[src/rtl/keypad_scan.sv]
// ============================================================================
//  Module      : keypad_scan
//  Description : 4x3 keypad column scanner with row synchronizer, lowest-code
//                priority across a full scan, and a scan-rate debounce FSM.
//                Emits key codes 1..12 (0 = no key), with a one-clk strobe
//                on each newly accepted nonzero code.
//  Revision    : 1.0  initial release
// ============================================================================
`default_nettype none

module keypad_scan #(
    parameter int SCAN_DIV  = 25000,
    parameter int DEB_SCANS = 4
) (
    input  logic       clk,
    input  logic       rst,
    input  logic [3:0] key_row,
    output logic [2:0] key_col,
    output logic [3:0] key_data,
    output logic       key_valid,
    output logic       key_held
);

    localparam int c_DIV_W = $clog2(SCAN_DIV);
    localparam int c_CNT_W = $clog2(DEB_SCANS + 1);

    typedef enum logic [1:0] {
        IDLE       = 2'd0,
        PRESS_DB   = 2'd1,
        HELD       = 2'd2,
        RELEASE_DB = 2'd3
    } state_t;

    logic [3:0]         r_row_s1, r_row_s2;
    logic [c_DIV_W-1:0] r_div;
    logic [1:0]         r_col_idx;
    logic [3:0]         r_acc;
    state_t             r_state, w_state_n;
    logic [3:0]         r_cand, w_cand_n;
    logic [c_CNT_W-1:0] r_cnt, w_cnt_n, w_cnt_inc;
    logic [3:0]         w_data_n;
    logic               w_valid_n;
    logic               w_tick, w_scan_end;
    logic [3:0]         w_col_code, w_merged;

    // Combine two codes where 0 means "nothing pressed"; the smaller code wins.
    function automatic logic [3:0] lowest(input logic [3:0] a, input logic [3:0] b);
        if (a == 4'd0)      return b;
        else if (b == 4'd0) return a;
        else if (a < b)     return a;
        else                return b;
    endfunction

    assign w_tick     = (r_div == c_DIV_W'(SCAN_DIV - 1));
    assign w_scan_end = w_tick && (r_col_idx == 2'd2);
    assign w_merged   = lowest(r_acc, w_col_code);
    assign w_cnt_inc  = (r_cnt >= c_CNT_W'(DEB_SCANS)) ? r_cnt : r_cnt + 1'b1;
    assign key_held   = (r_state == HELD) || (r_state == RELEASE_DB);

    // Two-flop synchronizer on the raw row lines.
    always_ff @(posedge clk or posedge rst) begin
        if (rst) begin
            r_row_s1 <= '0;
            r_row_s2 <= '0;
        end else begin
            r_row_s1 <= key_row;
            r_row_s2 <= r_row_s1;
        end
    end

    // Scan-rate divider and column rotation; the column advances on each tick.
    always_ff @(posedge clk or posedge rst) begin
        if (rst) begin
            r_div     <= '0;
            r_col_idx <= 2'd0;
            key_col   <= 3'b001;
        end else begin
            r_div <= w_tick ? '0 : r_div + 1'b1;
            if (w_tick) begin
                r_col_idx <= (r_col_idx == 2'd2) ? 2'd0 : r_col_idx + 2'd1;
                key_col   <= {key_col[1:0], key_col[2]};
            end
        end
    end

    // Code of the lowest pressed row on the current column (row 3 maps to 10..12).
    always_comb begin
        w_col_code = 4'd0;
        for (int r = 3; r >= 0; r--) begin
            if (r_row_s2[r]) w_col_code = 4'(3 * r + int'(r_col_idx) + 1);
        end
    end

    // Accumulate the lowest code over one full scan; cleared after column 2.
    always_ff @(posedge clk or posedge rst) begin
        if (rst)             r_acc <= '0;
        else if (w_scan_end) r_acc <= '0;
        else if (w_tick)     r_acc <= w_merged;
    end

    // Debounce FSM state register and registered outputs.
    always_ff @(posedge clk or posedge rst) begin
        if (rst) begin
            r_state   <= IDLE;
            r_cand    <= '0;
            r_cnt     <= '0;
            key_data  <= '0;
            key_valid <= 1'b0;
        end else begin
            r_state   <= w_state_n;
            r_cand    <= w_cand_n;
            r_cnt     <= w_cnt_n;
            key_data  <= w_data_n;
            key_valid <= w_valid_n;
        end
    end

    // Debounce next-state logic; advances only at the end of each full scan.
    always_comb begin
        w_state_n = r_state;
        w_cand_n  = r_cand;
        w_cnt_n   = r_cnt;
        w_data_n  = key_data;
        w_valid_n = 1'b0;
        if (w_scan_end) begin
            case (r_state)
                IDLE: begin
                    if (w_merged != 4'd0) begin
                        w_state_n = PRESS_DB;
                        w_cand_n  = w_merged;
                        w_cnt_n   = c_CNT_W'(1);
                    end
                end
                PRESS_DB: begin
                    if (w_merged == 4'd0) begin
                        w_state_n = IDLE;
                    end else if (w_merged == r_cand) begin
                        w_cnt_n = w_cnt_inc;
                        if (w_cnt_inc == c_CNT_W'(DEB_SCANS)) begin
                            w_state_n = HELD;
                            w_data_n  = r_cand;
                            w_valid_n = 1'b1;
                        end
                    end else begin
                        w_cand_n = w_merged;
                        w_cnt_n  = c_CNT_W'(1);
                    end
                end
                HELD: begin
                    if (w_merged != key_data) begin
                        w_state_n = RELEASE_DB;
                        w_cand_n  = w_merged;
                        w_cnt_n   = c_CNT_W'(1);
                    end
                end
                RELEASE_DB: begin
                    if (w_merged == key_data) begin
                        // Momentary disturbance: fall back without re-strobing.
                        w_state_n = HELD;
                    end else if (w_merged == r_cand) begin
                        w_cnt_n = w_cnt_inc;
                        if (w_cnt_inc == c_CNT_W'(DEB_SCANS)) begin
                            w_data_n = r_cand;
                            if (r_cand == 4'd0) begin
                                w_state_n = IDLE;
                            end else begin
                                w_state_n = HELD;
                                w_valid_n = 1'b1;
                            end
                        end
                    end else begin
                        w_cand_n = w_merged;
                        w_cnt_n  = c_CNT_W'(1);
                    end
                end
                default: w_state_n = IDLE;
            endcase
        end
    end

endmodule

`default_nettype wire

[config.mk]
export PLATFORM = sky130hd
export DESIGN_NAME = keypad_scan
export DESIGN_NICKNAME = d
export VERILOG_FILES = /design/src/rtl/keypad_scan.sv
export SDC_FILE = /design/constraint.sdc
export NUM_CORES = 1
export LEC_CHECK = 0
export CAP_MARGIN = 15
export CORE_MARGIN = 1
export CORE_UTILIZATION = 40
export DETAILED_ROUTE_END_ITERATION = 16
export SLEW_MARGIN = 20
export SYNTH_ARGS = -nofsm -noshare
export SYNTH_HDL_FRONTEND = slang
export SYNTH_SLANG_ARGS = --single-unit
export TNS_END_PERCENT = 50
[constraint.sdc]
create_clock -name clk -period 11.9 [get_ports clk]
set_input_delay 2.38 -clock clk [delete_from_list [all_inputs] [get_ports clk]]
set_output_delay 2.38 -clock clk [all_outputs]
set_load 0.01 [all_outputs]
# Word level (Yosys, flattened, before mapping)
# Cells that the tools add are included.
# totals
regBits	46
out_inout_bits	9
wordCells	101
inputBits	6
# op_classes
n_eq_ne	17
magnitude_cmp	2
n_addsub	10
n_reduce_logical	13
mux	48
# ops
cell	count
4-bit two-way mux	18
2-bit two-way mux	10
3-bit two-way mux	6
4-bit logical NOT	4
4-bit case mux with 4 select lines	1
15-bit by 1-bit adder with 15-bit output, second input constant	1
15-bit equality test, second input constant	1
15-bit two-way mux	1
3-bit case mux with 4 select lines	1
4-bit by 1-bit adder with 4-bit output, second input constant	2
4-bit equality test	2
1-bit two-way mux	8
2-bit case mux with 4 select lines	1
4-bit case mux with 2 select lines	1
7-bit AND reduction	1
2-bit equality test, second input constant	3
2-bit != test, second input constant	3
3-bit by 1-bit != test with 1-bit output, second input constant	2
3-bit != test, second input constant	2
5-bit AND reduction	1
3-bit by 1-bit adder with 4-bit output, second input constant	1
3-bit by 2-bit adder with 4-bit output, first input constant	1
4-bit by 2-bit adder with 4-bit output, first input constant	1
4-bit less-than comparator	1
16 further kinds	17

# Depth between registers and ports, before layout
# Gate-level depths: netlist (run 1).
# depth
depth_word	15
ltp_mapped	15
ltp_nobuf	15

# Worst setup path after synthesis (run 1)
# Ideal clock, no wire load.
# synth_path
path_kind	register to register
start	reg r_col_idx[0]
end	reg key_data[0]
required_ns	11.772
setup_ns	0.128
slack_ns	7.960
arrival_ns	3.813
stages_incl_launch_ff	15
period_less_slack_ns	3.940
path_buffers	1
cell_sequence	dfrtp_1 inv_1 ha_1 a211o_1 or2_0 clkbuf_1 ha_1 a21o_1 a2111o_1 a31oi_1 a31oi_4 xnor2_1 a311oi_4 nor3b_4 mux2_1
# synth_between
elab_chain_cells	14
elab_cells_between_ends	28
cone_classes	add/sub: 7; order compare: 1; eq/ne: 5; mux: 11; reduce/logical: 4
# synth_rtl
element	line_no	rtl
start, declared	36	logic [1:0] r_col_idx;
start signal, assigned	80	r_col_idx <= (r_col_idx == 2'd2) ? 2'd0 : r_col_idx + 2'd1;
4-bit by 2-bit adder with 4-bit output	90	if (r_row_s2[r]) w_col_code = 4'(3 * r + int'(r_col_idx) + 1);
4-bit by 1-bit adder with 4-bit output	90	
4-bit two-way mux (4 in a row)	90	
4-bit less-than comparator	50	else if (a < b) return a;
4-bit two-way mux	50	
4-bit two-way mux	49	else if (b == 4'd0) return a;
4-bit two-way mux	48	if (a == 4'd0) return b;
4-bit equality test	137, 160	
4-bit two-way mux	-	
4-bit two-way mux (on tied branches)	-	
4-bit case mux with 2 select lines	-	
end signal, assigned	113	key_data <= w_data_n;
end, declared	19	output logic [3:0] key_data,
# Parallel ways exist; a longest one is shown, timed or not. The select of a mux whose other input is x is not followed.
# A chain may end at the register's enable or synchronous reset.

# Final worst setup path (run 1)
# layout_path
start	reg r_col_idx[0]
end	reg key_data[1]
# Same word-level chain as after synthesis.

==> results of run 1 <==
-- Yosys cell counts, types with 3 or more instances --
library cell | n | area, um2
nand2_1 | 29 | 109
nor4_1 | 3 | 18.8
clkbuf_1 | 4 | 15.0
and2_1 | 3 | 18.8
o2111ai_1 | 3 | 26.3
nor2b_1 | 4 | 25.0
nand4_1 | 6 | 37.5
nor2_1 | 20 | 75.1
or4_1 | 5 | 37.5
nand3_1 | 15 | 75.1
mux2i_1 | 3 | 30.0
xnor2_1 | 11 | 96.3
mux2_2 | 5 | 56.3
mux2_1 | 4 | 45.0
o21ai_0 | 15 | 75.1
a31oi_1 | 4 | 25.0
a21o_1 | 4 | 30.0
a21oi_1 | 8 | 40.0
xor2_1 | 6 | 52.6
nand2b_1 | 3 | 18.8
ha_1 | 11 | 138
inv_1 | 14 | 52.6
dfrtp_1 | 45 | 1130
-- worst max-delay path, stage by stage, from the launching register on --
cell      delay (ns)
dfrtp_1         0.50
inv_1           0.14
ha_1            0.25
a211o_1         0.27
or2_0           0.35
ha_1            0.35
a21o_1          0.23
a2111o_1        0.34
a31oi_1         0.39
a31oi_4         0.09
xnor2_1         0.21
a311oi_4        0.50
nor3b_4         0.39
mux2_1          0.36
-- per-stage QoR --
step                       util  total power, mW  area, um2
after floorplan               -            0.176       2640
after CTS                 0.468            0.298       2970
after global routing      0.468            0.306       2970
after detailed placement  0.450            0.181       2860
after global placement    0.450            0.181       2860
final                     0.468            0.292       2970
-- layout by cell type, fill, tap and decap left out, drive strengths merged, types with 2 or more instances in the layout --
master and n:
nor3b 3, a21o 4, nor4 4, ha 11, nand4 6, or2 3, o211ai 2, o21ai 17
nor4b 2, a32oi 2, nand2b 3, clkbuf 5, o22ai 2, nand2 29, clkdlybuf4s50 14, xnor2 11
a31oi 5, nand3 15, clkinv 2, and3 2, a211o 2, mux2 9, xor2 6, or4 5
mux2i 3, nor2b 4, a21oi 8, o2111ai 3, inv 16, dfrtp 45, nor2 20, and2 3
-- layer usage --
layer,share of wire,wire length [um]
met5,0,0
met1,0.50,2650
met3,0.023,121
met2,0.46,2450
met4,0.0095,50
-- cell families after synthesis --
logic type | count (synthesis) | synth area share
flip-flops | 46 | 0.437
buffers and inverters | 21 | 0.0332
multiplexers | 12 | 0.0498
AND/OR/NAND/NOR | 103 | 0.205
AO/OA/AOI/OAI | 57 | 0.167
adder cells (fa/ha/maj) | 11 | 0.0522
XOR/XNOR | 17 | 0.0565
-- state kept, by name, indices dropped and copies added (netlist names), 2 cells and up --
register   flops
key_data       4
r_div         15
r_cnt          3
key_col        3
r_cand         4
r_col_idx      2
r_state        2
r_row_s1       4
r_acc          4
r_row_s2       4
-- report_power, final --
part	leakage, nW	switching, mW	internal, mW
sequential	0.606	0.00114	0.158
combinational	0.645	0.0123	0.00636
clock	0.0585	0.0517	0.0629
total	1.31	0.0652	0.227
-- worst max path at each step --
| stage | from | end | slack (ns) | cells after the start |
|---|---|---|---|---|
| 2_1_floorplan | r_col_idx[0] | key_data[0] | 7.96 | 14 |
| 3_3_place_gp | r_col_idx[0] | key_data[1] | 7.51 | 13 |
| 3_5_place_dp | r_col_idx[0] | key_data[2] | 7.47 | 13 |
| 4_1_cts | r_col_idx[0] | key_data[2] | 7.45 | 13 |
| 5_1_grt | r_col_idx[0] | key_data[1] | 7.14 | 13 |
| 6_report | r_col_idx[0] | key_data[1] | 7.42 | 13 |
-- area by class of cell --
| cell class | count | area, um2 | area share |
|---|---|---|---|
| multi-input combinational | 200 | 1400 | 0.472 |
| sequential | 46 | 1150 | 0.388 |
| timing repair buffer | 15 | 148 | 0.0497 |
| tap | 77 | 96.3 | 0.0324 |
| clock buffer | 5 | 68.8 | 0.0231 |
| inverter | 16 | 61.3 | 0.0206 |
| clock inverter | 3 | 43.8 | 0.0147 |
==> flow_metrics.tcl, run 1 <==
set metrics [dict create \
    worst_pin_slew_ns 0.920 \
    clk_pin_slew_ns 0.09 \
    core_area_um2 6350 \
    r2r-start "r_col_idx[0]" \
    finalNetCount 301 \
    hpwl_um 3880 \
    cts_inserted_buffers 5 \
    crit_type "flip-flop to flip-flop" \
    relSlewSlack 0.386 \
    io_pins 15 \
    finalClockSkew_ns 0.00809 \
    period_minus_slack_ns 4.48 \
    antenna_cells 0 \
    drtAntennaViolNets 0 \
    ctsHoldBuffers 0 \
    grtUsageMet3 0.0239 \
    synth_edf_count 0 \
    syn-cell-area_um2 2640 \
    period_share 0.376 \
    yosys_warnings 0 \
    status "complete, no violations" \
    die-height_um 83.2 \
    dieArea_um2 6920 \
    required_ns 12.08 \
    finalHoldViolCount 0 \
    grt_usage 0.164 \
    overflow 0 \
    avgRoutedWirePerCell_um 14.6 \
    clkLatencyLatePin_ns 0.29 \
    busiest_layer "met2" \
    drt_wl_total_um 5280 \
    cts_tree "yes" \
    synth_flop_cell "dfrtp_1" \
    hp-start "r_row_s1[2]" \
    syn_nets 284 \
    grt_pass1_wl_um 9300 \
    fmax_mhz 223 \
    end_kind "flip-flop" \
    synthArstFlopShare 1.00 \
    dpl.cell_count 354 \
    max_cap_violations 0 \
    timing.hold.ws_ns 0.354 \
    setup-tns-final_ns 0 \
    grtUsageMet2 0.262 \
    num_rows 29 \
    die_x_um 83.2 \
    grt_max_degree 47 \
    finalNonFillerCells 362 \
    vias 1967 \
    drt_iter0_markers 133 \
    drive_above_1_share 0.0982 \
    hold_class "flip-flop to flip-flop" \
    clockBufferDepth 2 \
    use_met1 0.227 \
    cellPowerDensity_nw_per_um2 98.2 \
    cts_resized 0 \
    synth_cell_type_count 57 \
    area_growth_pct 12.8 \
    cts.sinks 46 \
    gp_congestion 0.919 \
    yosysSeqAreaShare 0.437 \
    rsz0062_at_grt "no" \
    firstDrtPassIters 4 \
    antenna_found_initial 0 \
    hold_end "r_row_s2[2]" \
    finalSetupViolCount 0 \
    r2r_cells 13 \
    first_global_vias 1951 \
    post-route-drc-count 0 \
    worstPathArrival_ns 4.66 \
    avgSynthCellArea_um2 9.87 \
    start_util 0.415 \
    worstPathMaxFanout 9 \
    dpl_worst_slack_ns 7.47 \
    startpoint_type "flip-flop" \
    ys_ff_latch 46 \
    port_buffers 14 \
    ir_worst_vdd_uv 56.5 \
    fin_ws_ns 7.42 \
    synthCells 267 \
    min_path_cells 0 \
    cts.htree.levels 2 \
    clockRootBuffer "clkbuf_8" \
    nFillCells 566 \
    rrSetupSlack_ns 7.42 \
    drv_slew 0 \
    power_leakage_nw 1.31 \
    r2r-end "key_data[1]" \
    vias_per_cell 5.43 \
    post-cts-setup-buffer-count 0 \
]
(Power assumes the default switching activity.)
==> run 2, diff against run 1 <==
==> constraint.sdc (replaced) <==
create_clock -name clk -period 4 [get_ports clk]
set_input_delay 0.8 -clock clk [delete_from_list [all_inputs] [get_ports clk]]
set_output_delay 0.8 -clock clk [all_outputs]
set_load 0.01 [all_outputs]
==> flow_metrics.tcl, run 2 (synthesis results as in run 1) <==
set metrics [dict create \
    r2r-end "key_data[0]" \
    drive_above_1_share 0.174 \
    grt_pass1_wl_um 9420 \
    r2r-start "r_col_idx[0]" \
    worstPathArrival_ns 4.05 \
    clk_pin_slew_ns 0.09 \
    finalSetupViolCount 0 \
    grt_usage 0.167 \
    dieArea_um2 6920 \
    end_kind "flip-flop" \
    avgRoutedWirePerCell_um 15.0 \
    nFillCells 592 \
    fmax_mhz 259 \
    grt_max_degree 47 \
    die-height_um 83.2 \
    startpoint_type "flip-flop" \
    first_global_vias 1970 \
    core_area_um2 6350 \
    area_growth_pct 18.9 \
    relSlewSlack 0.472 \
    cellPowerDensity_nw_per_um2 264 \
    period_minus_slack_ns 3.86 \
    cts.sinks 46 \
    clockRootBuffer "clkbuf_8" \
    status "complete, no violations" \
    power_leakage_nw 1.37 \
    largest-register "r_div" \
    num_rows 29 \
    cts_inserted_buffers 5 \
    r2r_cells 15 \
    drt_wl_total_um 5610 \
    finalNetCount 314 \
    hpwl_um 4030 \
    dpl-instance-area_um2 2930 \
    antenna_cells 0 \
    hp-start "r_row_s1[3]" \
    hold_class "flip-flop to flip-flop" \
    largest_reg_flops 15 \
    drtAntennaViolNets 0 \
    drt_iter0_markers 141 \
    overflow 0 \
    period_share 0.965 \
    multiInputGateArea_um2 1480 \
    worst_pin_slew_ns 0.792 \
    drv_slew 0 \
    antenna_found_initial 0 \
    clockBufferDepth 2 \
    timing.hold.ws_ns 0.356 \
    ir_worst_vdd_uv 143 \
    firstDrtPassIters 4 \
    rrSetupSlack_ns 0.14 \
    port_buffers 14 \
    cts_tree "yes" \
    crit_type "flip-flop to flip-flop" \
    start_util 0.415 \
    worstPathMaxFanout 5 \
    layout_common_cells "dfrtp_1, nand2_1, nor2_1, o21ai_0, clkdlybuf4s50_1" \
    post-route-drc-count 0 \
    mostFrequentLayoutCell "dfrtp_1" \
    max_cap_violations 0 \
    hold_end "r_row_s2[3]" \
    vias 2052 \
    regArea_um2 1150 \
    required_ns 4.19 \
    fin_area_um2 3130 \
    cts.htree.levels 2 \
    vias_per_cell 5.47 \
    die_x_um 83.2 \
    ctsHoldBuffers 0 \
    finalClockSkew_ns 0.00940 \
    finalHoldViolCount 0 \
    io_pins 15 \
    clkLatencyLatePin_ns 0.30 \
    min_path_cells 0 \
    gp_congestion 0.890 \
]
-- run 2: cell types whose count changed in the layout (fill, tap and decap cells not counted), moves of 2 or more --
cell / change
mux2_1: -4
nand3_2: +2
mux2_4: +4
buf_4: +12
ha_1: -2
nand3_1: -2
-- run 2: worst max-delay path by stage --
stage                 startpoint           to  slack [ns]  cells past startpoint
detailed placement  r_col_idx[0]  key_data[0]        0.08                     13
CTS                 r_col_idx[0]  key_data[0]        0.07                     13
global route        r_col_idx[0]  key_data[2]       -0.04                     17
floorplan           r_col_idx[0]  key_data[0]        0.06                     14
global placement    r_col_idx[0]  key_data[2]        0.18                     13
finish              r_col_idx[0]  key_data[0]        0.14                     15
-- run 2: where the power goes --
part / internal [mW] / switching (mW)
Clock: 0.126 / 0.163
Sequential: 0.469 / 0.00327
Combinational: 0.0258 / 0.0409
-- run 2: metrics by stage --
step / cells / total power [mW] / util / setup slack [ns] / setup TNS (ns)
5_1_grt: 375 / 0.871 / 0.494 / -0.0371 / -0.138
3_3_place_gp: 363 / 0.542 / 0.461 / 0.175 / 0
6_report: 375 / 0.828 / 0.494 / 0.138 / 0
4_1_cts: 371 / 0.837 / 0.476 / 0.0668 / 0
2_1_floorplan: 267 / 0.523 / - / 0.0596 / 0
3_5_place_dp: 363 / 0.542 / 0.461 / 0.0807 / 0
-- run 2: final cells by class --
class	count	area share
multi-input cells	200	0.472
flip-flops and latches	46	0.368
repair buffers	28	0.0794
well taps	77	0.0307
clock buffers	5	0.0220
inverters	16	0.0200
clock inverters	3	0.00798
-- run 2: worst max-delay path, stage by stage, from the launching register on --
cell and delay [ns]:
dfrtp_1 0.35, inv_1 0.08, ha_2 0.33, nor2b_1 0.04, o311a_1 0.28, a21o_1 0.21, inv_2 0.07, ha_1 0.24
a31oi_1 0.39, o21ai_1 0.18, nor3b_1 0.17, a211o_1 0.28, or4_4 0.47, nor3b_4 0.22, buf_6 0.15, mux2_4 0.30
-- run 2: repair_timing --
action                     in CTS  in global routing
setup buffers                   0                  4
gates resized for setup         0                 16
setup endpoints to repair       0                  9
-- run 2: routing by layer --
layer  part of all wire  GRT usage  vias up  routed length [um]
li1                   -          -     1021                   -
met1               0.49      0.244      980                2740
met2               0.47      0.253       44                2610
met3              0.034     0.0298        7                 192
met4              0.012     0.0502        0                  65
met5                  0          0        -                   0
==> run 3, diff against run 2 <==
--- a/config.mk
+++ b/config.mk
@@ -5,7 +5,7 @@
 export SDC_FILE = /design/constraint.sdc
 export NUM_CORES = 1
 export LEC_CHECK = 0
-export CAP_MARGIN = 15
+export CAP_MARGIN = 10
 export CORE_MARGIN = 1
 export CORE_UTILIZATION = 40
 export DETAILED_ROUTE_END_ITERATION = 16
==> constraint.sdc (replaced) <==
create_clock -name clk -period 4.29 [get_ports clk]
set_input_delay 0.858 -clock clk [delete_from_list [all_inputs] [get_ports clk]]
set_output_delay 0.858 -clock clk [all_outputs]
set_load 0.01 [all_outputs]
==> flow_metrics.tcl, run 3 (synthesis results as in run 1) <==
set metrics [dict create \
    power_frac_seq 0.575 \
    period_share 0.935 \
    post-route-drc-count 0 \
    hp-start "r_row_s1[2]" \
    clockRootBuffer "clkbuf_8" \
    post-route-util 0.475 \
    drtAntennaViolNets 0 \
    finalClockSkew_ns 0.00751 \
    largest-register "r_div" \
    worstPathArrival_ns 4.20 \
    ir_worst_vdd_uv 124 \
    r2r-start "r_col_idx[1]" \
    grt_max_degree 47 \
    hold_end "r_row_s2[2]" \
    cellPowerDensity_nw_per_um2 254 \
    switchingPower_mw 0.191 \
    required_ns 4.48 \
    die_x_um 83.2 \
    hold_class "flip-flop to flip-flop" \
    period_minus_slack_ns 4.01 \
    avgRoutedWirePerCell_um 14.9 \
    p_clk_frac 0.352 \
    cts.sinks 46 \
    clkLatencyLatePin_ns 0.30 \
    finalNetCount 306 \
    core_area_um2 6350 \
    drive_above_1_share 0.128 \
    gp_congestion 0.919 \
    regArea_um2 1150 \
    ctsHoldBuffers 0 \
    r2r-end "key_data[3]" \
    overflow 0 \
    die-height_um 83.2 \
    finalHoldViolCount 0 \
    first_global_vias 2015 \
    end_kind "flip-flop" \
    multiInputGateArea_um2 1430 \
    fin_ws_ns 0.278 \
    mostFrequentLayoutCell "dfrtp_1" \
    clockBufferDepth 2 \
    crit_type "flip-flop to flip-flop" \
    rrSetupSlack_ns 0.28 \
    pwr-share-comb 0.073 \
    start_util 0.415 \
    largest_reg_flops 15 \
    antenna_found_initial 0 \
    cts.htree.levels 2 \
    cts_tree "yes" \
    setup-tns-final_ns 0 \
    grt_usage 0.172 \
    drt_wl_total_um 5460 \
    firstDrtPassIters 4 \
    r2r_cells 13 \
    worst_pin_slew_ns 0.937 \
    worstPathMaxFanout 6 \
    max_cap_violations 0 \
    relSlewSlack 0.374 \
    status "complete, no violations" \
    clk_pin_slew_ns 0.09 \
    dpl_worst_slack_ns 0.176 \
    grt_pass1_wl_um 9630 \
    dieArea_um2 6920 \
    hpwl_um 4010 \
    startpoint_type "flip-flop" \
    area_growth_pct 14.3 \
    vias_per_cell 5.54 \
    post-cts-setup-buffer-count 0 \
    power_leakage_nw 1.33 \
    cts_inserted_buffers 5 \
    num_rows 29 \
    drt_iter0_markers 73 \
    rsz0062_at_grt "no" \
    layout_common_cells "dfrtp_1, nand2_1, nor2_1, o21ai_0, nand3_1" \
    antenna_cells 0 \
    startpoint "r_col_idx[1]" \
    dpl-instance-area_um2 2900 \
    fin_area_um2 3010 \
    swShare 0.249 \
    nFillCells 580 \
    fmax_mhz 249 \
    vias 2035 \
    internal-power_mw 0.574 \
    port_buffers 14 \
    min_path_cells 0 \
    io_pins 15 \
    drv_slew 0 \
    finalSetupViolCount 0 \
]
run 3: cell count changes in the layout (fill, tap and decap cells not counted), moves of 2 or more:
| cell | change |
|---|---|
| ha_1 | +2 |
| buf_4 | -7 |
| mux2_1 | +4 |
| a31oi_2 | +2 |
| nand3_1 | +2 |
| mux2_4 | -4 |
| nand3_2 | -2 |
run 3: repair_timing:
action,in CTS,in global routing
resized for setup,0,4
hold endpoints to repair,0,0
setup endpoints to repair,0,8
run 3: worst max-delay path, cell delays in order, from the launching register on:
cell      delay [ns]
dfrtp_1         0.43
inv_1           0.10
ha_1            0.21
a211o_1         0.27
or2_0           0.27
ha_1            0.31
a21o_1          0.23
a2111o_1        0.35
nand3_1         0.15
o22ai_1         0.09
a211o_1         0.23
or4_4           0.58
nor3b_4         0.33
mux2_1          0.35
run 3: how the worst max path moves through the flow:
stage | endpoint | slack (ns) | depth (start not counted)
after floorplan | key_data[0] | 0.35 | 14
after global placement | r_cand[1] | 0.27 | 15
after global routing | key_data[3] | 0.04 | 13
after detailed placement | r_cand[2] | 0.18 | 15
after CTS | r_cand[2] | 0.17 | 15
final | key_data[3] | 0.28 | 13
run 3: power by group through the flow:
stage                     Combinational [mW]  Clock [mW]  Sequential [mW]
final                                 0.0556       0.269            0.440
after global routing                  0.0623       0.303            0.441
after CTS                             0.0544       0.284            0.440
after floorplan                       0.0396           0            0.448
after detailed placement              0.0542           0            0.449
after global placement                0.0541           0            0.449
run 3: metal layers:
layer  up-vias  GRT usage  part of all wire
met5         -          0                 0
met1       973      0.244              0.49
li1       1007          -                 -
met3        10     0.0288             0.038
met2        45      0.259              0.46
met4         0     0.0752             0.015
run 3: final cells by class:
class	count	area share
clock buffer	5	0.0228
timing repair buffer	20	0.0614
sequential	46	0.382
multi-input combinational	200	0.473
inverter	16	0.0203
clock inverter	3	0.00830
tap	77	0.0320
run 3: per-stage QoR:
stage | instances | hold slack, ns | power [mW]
after CTS | 367 | 0.357 | 0.779
after global placement | 359 | 0.335 | 0.503
after floorplan | 267 | 0.331 | 0.487
after detailed placement | 359 | 0.336 | 0.503
final | 367 | 0.356 | 0.765
after global routing | 367 | 0.365 | 0.806
